[src/rtl/adder_sched_pkg.sv]
// Shared parameters and helpers for the round-robin scheduled wide adder.
package adder_sched_pkg;

  localparam int unsigned ADDER_WIDTH_DEFAULT = 148;
  localparam int unsigned NUM_REQ_DEFAULT     = 4;

  // Requester ID width; never narrower than one bit.
  function automatic int unsigned id_width(input int unsigned n);
    return (n <= 1) ? 1 : $clog2(n);
  endfunction

  // LSB of requester i's slice within a packed operand bus of width w per requester.
  function automatic int unsigned op_lsb(input int unsigned i, input int unsigned w);
    return i * w;
  endfunction

endpackage

[src/rtl/rr_arbiter.sv]
// Combinational round-robin arbiter: priority starts just after the last grant and wraps.
module rr_arbiter
  import adder_sched_pkg::*;
#(
  parameter int unsigned N = NUM_REQ_DEFAULT,
  localparam int unsigned ID_W = id_width(N)
) (
  input  logic [N-1:0]    req,
  input  logic            en,
  input  logic [ID_W-1:0] last,
  output logic [N-1:0]    gnt,
  output logic [ID_W-1:0] gnt_id
);

  logic            found;
  logic [ID_W-1:0] idx;

  always_comb begin
    gnt    = '0;
    gnt_id = '0;
    found  = 1'b0;
    idx    = '0;
    for (int unsigned k = 1; k <= N; k++) begin
      idx = ID_W'((32'(last) + k) % N);
      if (en && !found && req[idx]) begin
        found      = 1'b1;
        gnt[idx]   = 1'b1;
        gnt_id     = idx;
      end
    end
  end

endmodule

[src/rtl/adder_rr_scheduler.sv]
// Shares one registered adder among NUM_REQ requesters through a round-robin
// arbiter and a two-stage (operand, sum) pipeline with a valid/ready response.
module adder_rr_scheduler
  import adder_sched_pkg::*;
#(
  parameter int unsigned ADDER_WIDTH = ADDER_WIDTH_DEFAULT,
  parameter int unsigned NUM_REQ     = NUM_REQ_DEFAULT,
  localparam int unsigned ID_W       = id_width(NUM_REQ)
) (
  input  logic                           clk,
  input  logic                           rst,
  input  logic [NUM_REQ-1:0]             req_valid,
  output logic [NUM_REQ-1:0]             req_ready,
  input  logic [NUM_REQ*ADDER_WIDTH-1:0] req_a,
  input  logic [NUM_REQ*ADDER_WIDTH-1:0] req_b,
  output logic                           rsp_valid,
  input  logic                           rsp_ready,
  output logic [ID_W-1:0]                rsp_id,
  output logic [ADDER_WIDTH:0]           rsp_sum
);

  logic                   s1_valid;
  logic [ID_W-1:0]        s1_id;
  logic [ADDER_WIDTH-1:0] a_reg;
  logic [ADDER_WIDTH-1:0] b_reg;
  logic [ID_W-1:0]        last_grant;

  logic                   s2_adv;
  logic                   s1_adv;
  logic [NUM_REQ-1:0]     gnt;
  logic [ID_W-1:0]        gnt_id;
  logic                   accept;
  logic [ADDER_WIDTH-1:0] a_sel;
  logic [ADDER_WIDTH-1:0] b_sel;

  assign s2_adv    = !rsp_valid || rsp_ready;
  assign s1_adv    = !s1_valid || s2_adv;
  assign req_ready = gnt;
  assign accept    = |gnt;

  // Grants are suppressed during reset so req_ready reads zero immediately.
  rr_arbiter #(.N(NUM_REQ)) u_arb (
    .req    (req_valid),
    .en     (s1_adv && !rst),
    .last   (last_grant),
    .gnt    (gnt),
    .gnt_id (gnt_id)
  );

  // One-hot AND-OR select of the granted requester's operands.
  always_comb begin
    a_sel = '0;
    b_sel = '0;
    for (int unsigned i = 0; i < NUM_REQ; i++) begin
      if (gnt[i]) begin
        a_sel = a_sel | req_a[op_lsb(i, ADDER_WIDTH) +: ADDER_WIDTH];
        b_sel = b_sel | req_b[op_lsb(i, ADDER_WIDTH) +: ADDER_WIDTH];
      end
    end
  end

  always_ff @(posedge clk or posedge rst) begin
    if (rst) begin
      last_grant <= ID_W'(NUM_REQ - 1);
    end else if (accept) begin
      last_grant <= gnt_id;
    end
  end

  // Operand stage.
  always_ff @(posedge clk or posedge rst) begin
    if (rst) begin
      s1_valid <= 1'b0;
      s1_id    <= '0;
      a_reg    <= '0;
      b_reg    <= '0;
    end else if (s1_adv) begin
      s1_valid <= accept;
      if (accept) begin
        s1_id <= gnt_id;
        a_reg <= a_sel;
        b_reg <= b_sel;
      end
    end
  end

  // Sum stage; holds while the consumer back-pressures.
  always_ff @(posedge clk or posedge rst) begin
    if (rst) begin
      rsp_valid <= 1'b0;
      rsp_id    <= '0;
      rsp_sum   <= '0;
    end else if (s2_adv) begin
      rsp_valid <= s1_valid;
      if (s1_valid) begin
        rsp_id  <= s1_id;
        rsp_sum <= {1'b0, a_reg} + {1'b0, b_reg};
      end
    end
  end

endmodule

[config.mk]
export PLATFORM = sky130hd
export DESIGN_NAME = adder_rr_scheduler
export DESIGN_NICKNAME = d
export VERILOG_FILES = /design/src/rtl/adder_sched_pkg.sv /design/src/rtl/rr_arbiter.sv /design/src/rtl/adder_rr_scheduler.sv
export SDC_FILE = /design/constraint.sdc
export NUM_CORES = 2
export LEC_CHECK = 0
export CAP_MARGIN = 10
export CORE_AREA = 2 2 518 520
export CTS_CLUSTER_SIZE = 20
export DETAILED_ROUTE_END_ITERATION = 10
export DIE_AREA = 0 0 520 522
export GPL_TIMING_DRIVEN = 1
export MAX_ROUTING_LAYER = met4
export PLACE_DENSITY = 0.37
export SYNTH_ARGS = -nofsm -noshare
export SYNTH_HDL_FRONTEND = slang
export SYNTH_SLANG_ARGS = --single-unit
[constraint.sdc]
create_clock -name clk -period 22.2 [get_ports clk]
set_input_delay 4.44 -clock clk [delete_from_list [all_inputs] [get_ports clk]]
set_output_delay 4.44 -clock clk [all_outputs]
set_load 0.02 [all_outputs]
==> impl_results.md <==
- CTS tree: built
- Worst path max stage delay: 0.74 ns
- Power per Cell Area: around 190 nW/um^2
- Slew Limit Fails: 0
- Slew headroom: 29.4%
- Setup TNS: 0 ns
- Violated checks: DRC
- Synthesized area per cell: a little over 8 sq um
- Largest net degree at the start of global routing: 145
- Final setup viols: 0
- Count of input and output buffers: 1,346
- CP dominant cell by count: clkdlybuf4s50_1
- Final net count: 6,360
- Most frequent cells in the layout: clkdlybuf4s50_1 (1,346), a22oi_1 (595), dfrtp_1 (451)
- Max Root-Sink Buffers: 3
- Mapped Area: 31,800 sq um
- Starting density of the core: 11.9%
- Max Clock Freq: 84.1 MHz
- GRT Total Usage: 16.2%
- Sequential area share after synthesis: between 30% and 40%
- Clk sinks: 453
- CP startpoint: req_valid[0]
- Crit path buf inv count: 2
- Post-DRT Antenna Nets: 0
- Slowest CP cell: clkdlybuf4s50_1
- Syn nets: 5,194
- Post-CTS setup buffers: 0
- Stages on the worst setup path: 7
- Multi-input gate area: 19,000 sq um
- TritonCTS Buffers: slightly above 70
- Root buf cell: clkbuf_16
- Die width: 520 um
- GPL Wtd Cong: 0.901
- Distinct cells, synth: 81
- Least-Margin Pin Slew: 1.05 ns
- Top delay family on crit path: buffers and inverters
- Crit-path cells: clkdlybuf4s50_1 -> mux4_2 -> a211oi_1 -> and2_1 -> a222oi_1 -> nand2_4 -> clkdlybuf4s50_1
- Place WS: just over 10 ns
- Max cap viols: 0
- CP Capture Type: output pin
- Vias per cell: 4.25
- Dpl hpwl: roughly 190,000 um
- Ys flop type: dfrtp_1
- Period utilization: 53.6%
- Worst hold path class: flip-flop to flip-flop
- Vias: 36,700
- Full die area: 271,000 sq um
- Die height: roughly 520 um
- Vias in the first global route: 37,400
- R2R depth: 14
- Iteration-0 DRC Markers: around 2,900
- Commonest non-fill, non-tap cell in the layout: clkdlybuf4s50_1
- Fraction of registers with async set/reset: 100%
- R2r endpoint: b_reg[63]$_DFFE_PP0P_
- Peak VDD IR: between 0.0001 and 0.00015 V
- RSZ-0062 raised after global routing: no
- Storage cell area: 11,300 sq um
- Crit-path max FO: 57
- Initial antenna violation count: 53
- Clock skew: 0.0449 ns
- Leakage: 18.4 nW
- CP endpoint: req_ready[2]
- FF-to-FF setup slack: 15.38 ns
- Final hold vios: 0
- Run status: complete, but fails checks
- CP startpoint kind: primary input
- Total core area: between 200,000 and 300,000 sq um
- Gr ovfl total: 0
- Worst-path clk slew: 0.05 ns
- Critical Path RT: 17.76 ns
- DRT Pass-1 Iters: 11
- Fin worst setup slack: 10.31 ns
- P&R area growth vs syn: 61.6%
- CTS Hold Bufs: 0
- Flops & latches, synth: 453
- Remaining DRCs: 204
- Max H-tree Level: 3
- Cell count after synthesis: 3,846
- Clk Latency, worst-skew pair: between 0.6 and 0.7 ns
- Setup CP Type: primary input to output pin
- Fill cell total of the finished layout: 29,800
- Rows: 190
- Worst EP arrival: 7.45 ns
- Minimum clock period: 11.89 ns
- Worst r2r src: last_grant[0]$_DFFE_PP1N_
- # IOs: 1,347
- Number of synthesized flops with an enable pin: 0
- DR WL/cell: approximately 26 um
- Max reg flops: 149
- Ys Warns: 0
- First-pass GRT wire length: 304,000 um
- Routed WL: 224,000 um
- Layout cell share with drive strength beyond 1: 4.31%
- Post-cts gate resize count: 0
[how the worst min path moves through the flow]
| stage | slack [ns] | endpoint | cells after the start | startpoint |
|---|---|---|---|---|
| after global routing | 0.50 | rsp_id[1]$_DFFE_PP0P_ | 2 | s1_id[1]$_DFFE_PP0P_ |
| after detailed placement | 0.47 | rsp_sum[130]$_DFFE_PP0P_ | 2 | rsp_sum[130]$_DFFE_PP0P_ |
| final | 0.46 | rsp_id[1]$_DFFE_PP0P_ | 2 | s1_id[1]$_DFFE_PP0P_ |
| after floorplan | 0.44 | rsp_id[1]$_DFFE_PP0P_ | 2 | s1_id[1]$_DFFE_PP0P_ |
| after CTS | 0.47 | rsp_id[1]$_DFFE_PP0P_ | 2 | s1_id[1]$_DFFE_PP0P_ |
| after global placement | 0.45 | rsp_id[1]$_DFFE_PP0P_ | 2 | s1_id[1]$_DFFE_PP0P_ |
[cells in the mapped netlist, types with 9 or more instances]
| master | number | area [sq um] |
|---|---|---|
| a22oi_1 | 595 | 4470 |
| dfrtp_1 | 451 | 11300 |
| nor2_1 | 448 | 1680 |
| nand2_1 | 352 | 1320 |
| a31oi_1 | 310 | 1940 |
| a21oi_1 | 249 | 1250 |
| o21ai_0 | 238 | 1190 |
| clkbuf_1 | 210 | 788 |
| ha_1 | 156 | 1950 |
| nand4_1 | 94 | 588 |
| buf_2 | 91 | 455 |
| xnor2_1 | 69 | 604 |
| xor2_1 | 67 | 587 |
| a21o_1 | 54 | 405 |
| o21ai_1 | 53 | 265 |
| inv_1 | 47 | 176 |
| nor3_1 | 36 | 180 |
| o21bai_1 | 31 | 233 |
| o21a_1 | 30 | 225 |
| nand3_1 | 20 | 100 |
| o31ai_1 | 19 | 143 |
| a211oi_1 | 15 | 113 |
| and2_1 | 14 | 87.6 |
| nor4_1 | 14 | 87.6 |
| or3_1 | 13 | 81.3 |
| a21boi_0 | 10 | 75.1 |
| nand2b_1 | 10 | 62.6 |
| and4_1 | 9 | 78.8 |
| nor2b_1 | 9 | 56.3 |
[per-layer routing]
layer / wire length (um) / vias up / GRT usage, %
met2: 110000 / 1587 / 27.5
met4: 5960 / 0 / 4.00
met5: 0 / - / -
met1: 94400 / 17900 / 19.6
met3: 13900 / 238 / 3.28
li1: - / 17000 / -
[layout make-up]
cell class / instances / share of cell area (%)
diodes: 34 / 0.166
clock buffers: 98 / 4.01
clock inverters: 24 / 0.546
inverters: 47 / 0.358
multi-input cells: 3031 / 37.0
flip-flops and latches: 453 / 22.1
well taps: 3552 / 8.66
repair buffers: 1408 / 27.2
[worst reg2reg max path: stages, from the launching register on]
cell	delay (ns)
dfstp_2	0.72
inv_1	0.16
ha_1	0.41
mux4_2	0.34
a211oi_1	0.29
and2_1	0.28
a222oi_1	0.13
nand2_4	0.53
or4_4	0.44
buf_4	0.64
buf_4	0.76
buf_4	0.75
buf_4	0.89
nor2_1	0.19
a31oi_1	0.19
[where the power goes]
part,switching [mW],internal [mW],total (mW)
Sequential,0.389,1.33,1.72
Combinational,4.60,2.33,6.93
Clock,0.471,0.694,1.17
[through the flow]
stage          instances  hold slack, ns  utilization (%)  total power [mW]  area [sq um]
2_1_floorplan       3846           0.439                -              5.83         31800
3_3_place_gp        8490           0.453             18.3              8.69         48900
3_5_place_dp        8490           0.470             18.3              8.72         48900
4_1_cts             8612           0.468             19.2              9.97         51200
5_1_grt             8642           0.499             19.3              10.6         51300
6_report            8647           0.463             19.3              9.81         51300
[cell families (layout without fill, tap and decap cells)]
kind of cell	Yosys count	count (layout)	synth area share, %
buffers and inverters	362	1577	4.78
other	0	34	0
muxes	7	7	0.347
DFF	453	453	35.7
adders and majority gates	157	157	6.21
AOI/OAI and AO/OA	1692	1692	35.1
xor gates and xnor gates	136	136	3.75
and+or+nand+nor	1039	1039	14.1
(Power assumes the default switching activity.)
